`src/rtl/arm_decode_stage.sv`:
```
`default_nettype none
// ============================================================================
//  Module      : arm_decode_stage
//  Description : ARM instruction decode stage between fetch and the execute
//                ALU. Splits each accepted instruction word into class,
//                opcode, condition, S bit, register indices and expanded
//                immediate, and holds the result behind a valid/ready
//                handshake. Optional macro DECODE_SKID_EN adds a second
//                (skid) entry so if_ready comes from registered state only.
//  Revision    : 1.0 - initial release
// ============================================================================
module arm_decode_stage (
    input  logic        clk,
    input  logic        reset_n,
    input  logic        if_valid,
    input  logic [31:0] if_inst,
    input  logic [31:0] if_pc,
    output logic        if_ready,
    input  logic        flush,
    input  logic        ex_ready,
    output logic        id_valid,
    output logic [31:0] id_pc,
    output logic [2:0]  instruction_codes,
    output logic [3:0]  opcode,
    output logic [3:0]  cond,
    output logic        s_bit,
    output logic [3:0]  rn,
    output logic [3:0]  rd,
    output logic [3:0]  rm,
    output logic        use_imm,
    output logic [31:0] imm_val,
    output logic        is_branch,
    output logic        link,
    output logic [31:0] branch_off
);

    typedef struct packed {
        logic [31:0] pc;
        logic [2:0]  codes;
        logic [3:0]  opcode;
        logic [3:0]  cond;
        logic        s_bit;
        logic [3:0]  rn;
        logic [3:0]  rd;
        logic [3:0]  rm;
        logic        use_imm;
        logic [31:0] imm_val;
        logic        is_branch;
        logic        link;
        logic [31:0] branch_off;
    } dec_t;

    typedef enum logic [1:0] {
        ST_EMPTY = 2'd0,
        ST_FULL  = 2'd1,
        ST_SKID  = 2'd2
    } state_t;

    state_t      r_state;
    state_t      w_state_next;
    dec_t        w_dec;
    dec_t        r_out;
    logic        w_accept;
    logic        w_consume;
    logic        w_load_new;
    logic [31:0] w_imm8;
    logic [4:0]  w_rot;
`ifdef DECODE_SKID_EN
    dec_t        r_skid;
    logic        w_load_skid;
    logic        w_skid_to_out;
`endif

    assign id_valid  = (r_state != ST_EMPTY);
`ifdef DECODE_SKID_EN
    assign if_ready  = (r_state != ST_SKID) & ~flush;
`else
    assign if_ready  = (~id_valid | ex_ready) & ~flush;
`endif
    assign w_accept  = if_valid & if_ready;
    assign w_consume = id_valid & ex_ready;

    // Rotate right by 2*rot4; the (-rot) left shift degenerates to a no-op OR when rot is 0.
    assign w_imm8 = {24'd0, if_inst[7:0]};
    assign w_rot  = {if_inst[11:8], 1'b0};

    // Combinational field split of the instruction currently offered by fetch.
    always_comb begin
        w_dec            = '0;
        w_dec.pc         = if_pc;
        w_dec.codes      = if_inst[27:25];
        w_dec.opcode     = if_inst[24:21];
        w_dec.cond       = if_inst[31:28];
        w_dec.s_bit      = if_inst[20];
        w_dec.rn         = if_inst[19:16];
        w_dec.rd         = if_inst[15:12];
        w_dec.rm         = if_inst[3:0];
        case (if_inst[27:25])
            3'b001: begin
                w_dec.use_imm = 1'b1;
                w_dec.imm_val = (w_imm8 >> w_rot) | (w_imm8 << (~w_rot + 5'd1));
            end
            3'b010: begin
                w_dec.use_imm = 1'b1;
                w_dec.imm_val = {20'd0, if_inst[11:0]};
            end
            3'b101: begin
                w_dec.is_branch  = 1'b1;
                w_dec.link       = if_inst[24];
                w_dec.branch_off = {{6{if_inst[23]}}, if_inst[23:0], 2'b00};
            end
            default: ;
        endcase
    end

    // Next-state and register-load control for the holding/skid buffer.
    always_comb begin
        w_state_next  = r_state;
        w_load_new    = 1'b0;
`ifdef DECODE_SKID_EN
        w_load_skid   = 1'b0;
        w_skid_to_out = 1'b0;
`endif
        case (r_state)
            ST_EMPTY: begin
                if (w_accept) begin
                    w_state_next = ST_FULL;
                    w_load_new   = 1'b1;
                end
            end
            ST_FULL: begin
`ifdef DECODE_SKID_EN
                if (w_accept && !w_consume) begin
                    w_state_next = ST_SKID;
                    w_load_skid  = 1'b1;
                end else if (w_accept) begin
                    w_load_new   = 1'b1;
                end else if (w_consume) begin
                    w_state_next = ST_EMPTY;
                end
`else
                if (w_accept) begin
                    w_load_new   = 1'b1;
                end else if (w_consume) begin
                    w_state_next = ST_EMPTY;
                end
`endif
            end
`ifdef DECODE_SKID_EN
            ST_SKID: begin
                if (w_consume) begin
                    w_state_next  = ST_FULL;
                    w_skid_to_out = 1'b1;
                end
            end
`endif
            default: w_state_next = ST_EMPTY;
        endcase
        // A taken branch invalidates everything held here.
        if (flush) begin
            w_state_next = ST_EMPTY;
        end
    end

    // State and data registers; reset clears every output field.
    always_ff @(posedge clk) begin
        if (!reset_n) begin
            r_state <= ST_EMPTY;
            r_out   <= '0;
`ifdef DECODE_SKID_EN
            r_skid  <= '0;
`endif
        end else begin
            r_state <= w_state_next;
            if (w_load_new) begin
                r_out <= w_dec;
            end
`ifdef DECODE_SKID_EN
            else if (w_skid_to_out) begin
                r_out <= r_skid;
            end
            if (w_load_skid) begin
                r_skid <= w_dec;
            end
`endif
        end
    end

    assign id_pc             = r_out.pc;
    assign instruction_codes = r_out.codes;
    assign opcode            = r_out.opcode;
    assign cond              = r_out.cond;
    assign s_bit             = r_out.s_bit;
    assign rn                = r_out.rn;
    assign rd                = r_out.rd;
    assign rm                = r_out.rm;
    assign use_imm           = r_out.use_imm;
    assign imm_val           = r_out.imm_val;
    assign is_branch         = r_out.is_branch;
    assign link              = r_out.link;
    assign branch_off        = r_out.branch_off;

endmodule
`default_nettype wire

```
`config.mk`:
```
export PLATFORM = sky130hd
export DESIGN_NAME = arm_decode_stage
export DESIGN_NICKNAME = d
export VERILOG_FILES = /design/src/rtl/arm_decode_stage.sv
export SDC_FILE = /design/constraint.sdc
export NUM_CORES = 1
export LEC_CHECK = 0
export BUFFER_PORTS_ARGS = -buffer_cell sky130_fd_sc_hd__buf_2
export CAP_MARGIN = 25
export CORE_ASPECT_RATIO = 0.9
export CORE_UTILIZATION = 40
export CTS_CLUSTER_DIAMETER = 150
export DETAILED_ROUTE_END_ITERATION = 8
export HOLD_SLACK_MARGIN = 0.03
export PLACE_DENSITY = 0.77
export SLEW_MARGIN = 0
export SYNTH_ARGS = -nofsm -noshare
export SYNTH_HDL_FRONTEND = slang
export SYNTH_SLANG_ARGS = --single-unit
```
`constraint.sdc`:
```
create_clock -name clk -period 3.9 [get_ports clk]
set_clock_uncertainty 0.2 [all_clocks]
set_input_delay 0.195 -clock clk [delete_from_list [all_inputs] [get_ports clk]]
set_output_delay 0.195 -clock clk [all_outputs]
set_load 0.02 [all_outputs]
```
==> impl_metrics.tcl <==
set metrics [dict create \
    status "completed" \
    setup_ws_ps 1300 \
    dpl.hpwl_um 9310 \
    grt_overflow 0 \
    tritoncts "yes" \
    synth_edf_count 0 \
    clock_latency_ps 400 \
    fp.coreArea_sq_um 11600 \
    worstPathArrival_ps 2720 \
    cp_num_buf_inv 2 \
    yosys_warnings 0 \
    pwr-share-clk_pct 50.9 \
    die_h_um 106 \
    worst_slew_pin_slew_ps 837 \
    nets 879 \
    dp.cells 880 \
    slew_headroom_pct 44.0 \
    grt_pass1_vias 4734 \
    hold_viol 0 \
    die_w_um 118 \
    post-route-util_pct 61.2 \
    initial_core_util_pct 41.5 \
    cts-root-buf "clkbuf_16" \
    yosysSeqAreaShare_pct 48.3 \
    sw_frac_of_total_pct 24.2 \
    synthToLayoutAreaGrowth_pct 47.4 \
    io_buffers 191 \
    fin_tns_setup_ps 0 \
    yosysMostFrequentCell "nand2_1" \
    pwr-share-seq_pct 37.1 \
    cp_slowest_stage_delay_ps 740 \
    setup_viol 0 \
    cts_max_path_buffers 2 \
    avgSynthCellArea_sq_um 8.26 \
    critPathLaunchType "input pin" \
    p_sw_w 0.000810 \
    hp-class "input pin to flip-flop" \
    drtIter0Drc 362 \
    pin_count 194 \
    netlist_instances 582 \
    synthTopCellsByArea "dfxtp_1 48%, nand2_1 10%, a21oi_1 8.0%, a22oi_1 4.7%, mux2i_1 3.7%" \
    finalCriticalPeriod_ps 2600 \
    netlist_area_sq_um 4810 \
    synthDistinctLibCells 44 \
    synth_common_cells "133 x nand2_1, 116 x dfxtp_1, 77 x a21oi_1, 36 x clkbuf_1, 36 x nor2_1" \
    grt_max_degree 93 \
    min_period_over_period_pct 66.6 \
    fmax_mhz 385 \
    p_comb_share_pct 12.0 \
    p_leak_nw 3.13 \
    drtAntennaViolNets 0 \
    crit_required_ps 4020 \
    drive_above_1_share_pct 29.4 \
    dieArea_sq_um 12500 \
    routed_wl_um 15300 \
    drv_slew 0 \
    rsz0062_at_grt "false" \
    clkSinkCount 116 \
    dp_worst_setup_slack_ps 1290 \
    maxCapViolCount 0 \
    grt_pass1_wl_um 24200 \
    avgViaCountPerCell 5.17 \
    ys.flop_type "dfxtp_1" \
    crit_path_end_kind "flip-flop" \
    num_vias 5060 \
    worstPathCellList "dlygate4sd3_1 > buf_2 > o31ai_1 > and2_0 > nand4_1 > a21oi_1" \
    ctsResizeCount 0 \
    path_class "input pin to flip-flop" \
    cp_max_fo 14 \
    fillers 990 \
    insertedDiodeCount 0 \
    ir_worst_vdd_mv 0.308 \
    synth.top_cell.area_share_pct 48.3 \
    numCtsBuffers 17 \
    power_density_nw_per_um2 472 \
    final_cells 978 \
    post_drt_wl_per_cell_um 15.6 \
    yosys.area.top_type "dfxtp_1" \
    synthArstFlopShare_pct 0 \
    rows 37 \
    internal_power_w 0.00253 \
    drc 0 \
    ys_seq_elements 116 \
    dr.pass1.iters 6 \
    antenna_found_initial 0 \
    grtUsageTotal_pct 24.6 \
    htreeDepth 4 \
    cpMaxStageDelayCell "and2_0" \
    critPathTopFamily "simple AND/OR/NAND/NOR gates" \
    gp_congestion 0.863 \
    clkSlewWorstSetupHoldPaths_ps 50 \
]
==> through the flow <==
| step | area (sq um) | total power [W] | hold WS (ps) |
|---|---|---|---|
| final | 7080 | 0.00334 | 87.5 |
| after global routing | 7080 | 0.00347 | 93.4 |
| after CTS | 7060 | 0.00335 | 63.5 |
| after detailed placement | 5760 | 0.00160 | 195 |
| after global placement | 5760 | 0.00160 | 188 |
| after floorplan | 4810 | 0.00148 | 74.3 |
==> state kept, by name, indices dropped and copies added, names as in the netlist, 3 cells and up <==
register           flops
branch_off            24
id_pc                 32
rm                     4
rn                     4
opcode                 4
rd                     4
instruction_codes      3
cond                   4
imm_val               32
==> worst register-to-register path, cell delays in order, from the launching register on <==
cell and delay, ps:
dfxtp_1 310, nor2b_1 120, buf_4 200, or2_4 400
buf_16 300, buf_4 370, nand2_1 80, a21oi_1 180
==> cell type report <==
class / count / area [sq um] / area share, %
Tap cell: 156 / 195 / 2.76
Clock inverter: 8 / 145 / 2.05
Inverter: 6 / 23.8 / 0.336
Timing Repair Buffer: 263 / 1690 / 23.9
Multi-Input combinational cell: 405 / 2200 / 31.1
Sequential cell: 116 / 2320 / 32.8
Clock buffer: 24 / 502 / 7.08
==> kinds of logic after synthesis <==
family	synth area share (%)
other cells	0.0780
xor+xnor	0.364
buf+inv	6.22
fa+ha+maj	0.260
mux	4.22
compound gates	19.3
simple gates	21.3
flops	48.3
==> placed cells by master (no fill, tap or decap), drive strengths merged, types with 2 or more instances in the layout <==
cell type    Yosys  layout
inv              6       5
nand3b           4       4
a22oi           30      30
a31oi            6       6
mux2i           18      18
o22ai            2       2
or3b             4       4
nand2b           5       5
bufinv           0       4
dlygate4sd3      0      65
o211ai           6       6
nor2            36      36
nand4b           5       5
nand2          133     133
a221oi           6       6
a32oi            2       2
nand3            9       9
nor2b            2       2
nand4           11      11
o21ai           19      19
buf             20     198
conb             1       2
clkbuf          36      24
dfxtp          116     116
clkinv           0       3
nor3            14      14
clkinvlp         0       2
a21oi           77      77
==> metal layers <==
layer	vias to the layer above	track usage (%)	part of all wire [%]
li1	2478	-	-
met1	2301	30.7	43
met2	259	39.4	47
met3	22	7.30	8.6
met4	0	10.6	1.7
met5	-	0	0
==> power by group through the flow <==
stage                     combinational, W  sequential [W]  clock [W]
after global placement            0.000337         0.00126          0
after floorplan                   0.000172         0.00131          0
final                             0.000400         0.00124    0.00170
after CTS                         0.000390         0.00124    0.00172
after global routing              0.000430         0.00124    0.00179
after detailed placement          0.000339         0.00127          0
==> worst paths after layout <==
| path | from | depth (start not counted) | slack, ps | end |
|---|---|---|---|---|
| setup / recovery | if_inst[10] | 6 | 1300 | imm_val[31] |
| hold / removal | if_inst[9] | 3 | 90 | branch_off[11] |
| setup reg to reg | r_state[0] | 7 | 1660 | cond[0] |
| hold reg to reg | imm_val[23] | 2 | 250 | imm_val[23] |
==> repair_timing <==
item	in CTS	in global routing
buffers inserted	0	0
hold endpoints to repair	89	0
hold buffers	65	0
No activity file was read; power rests on OpenSTA's default activity.
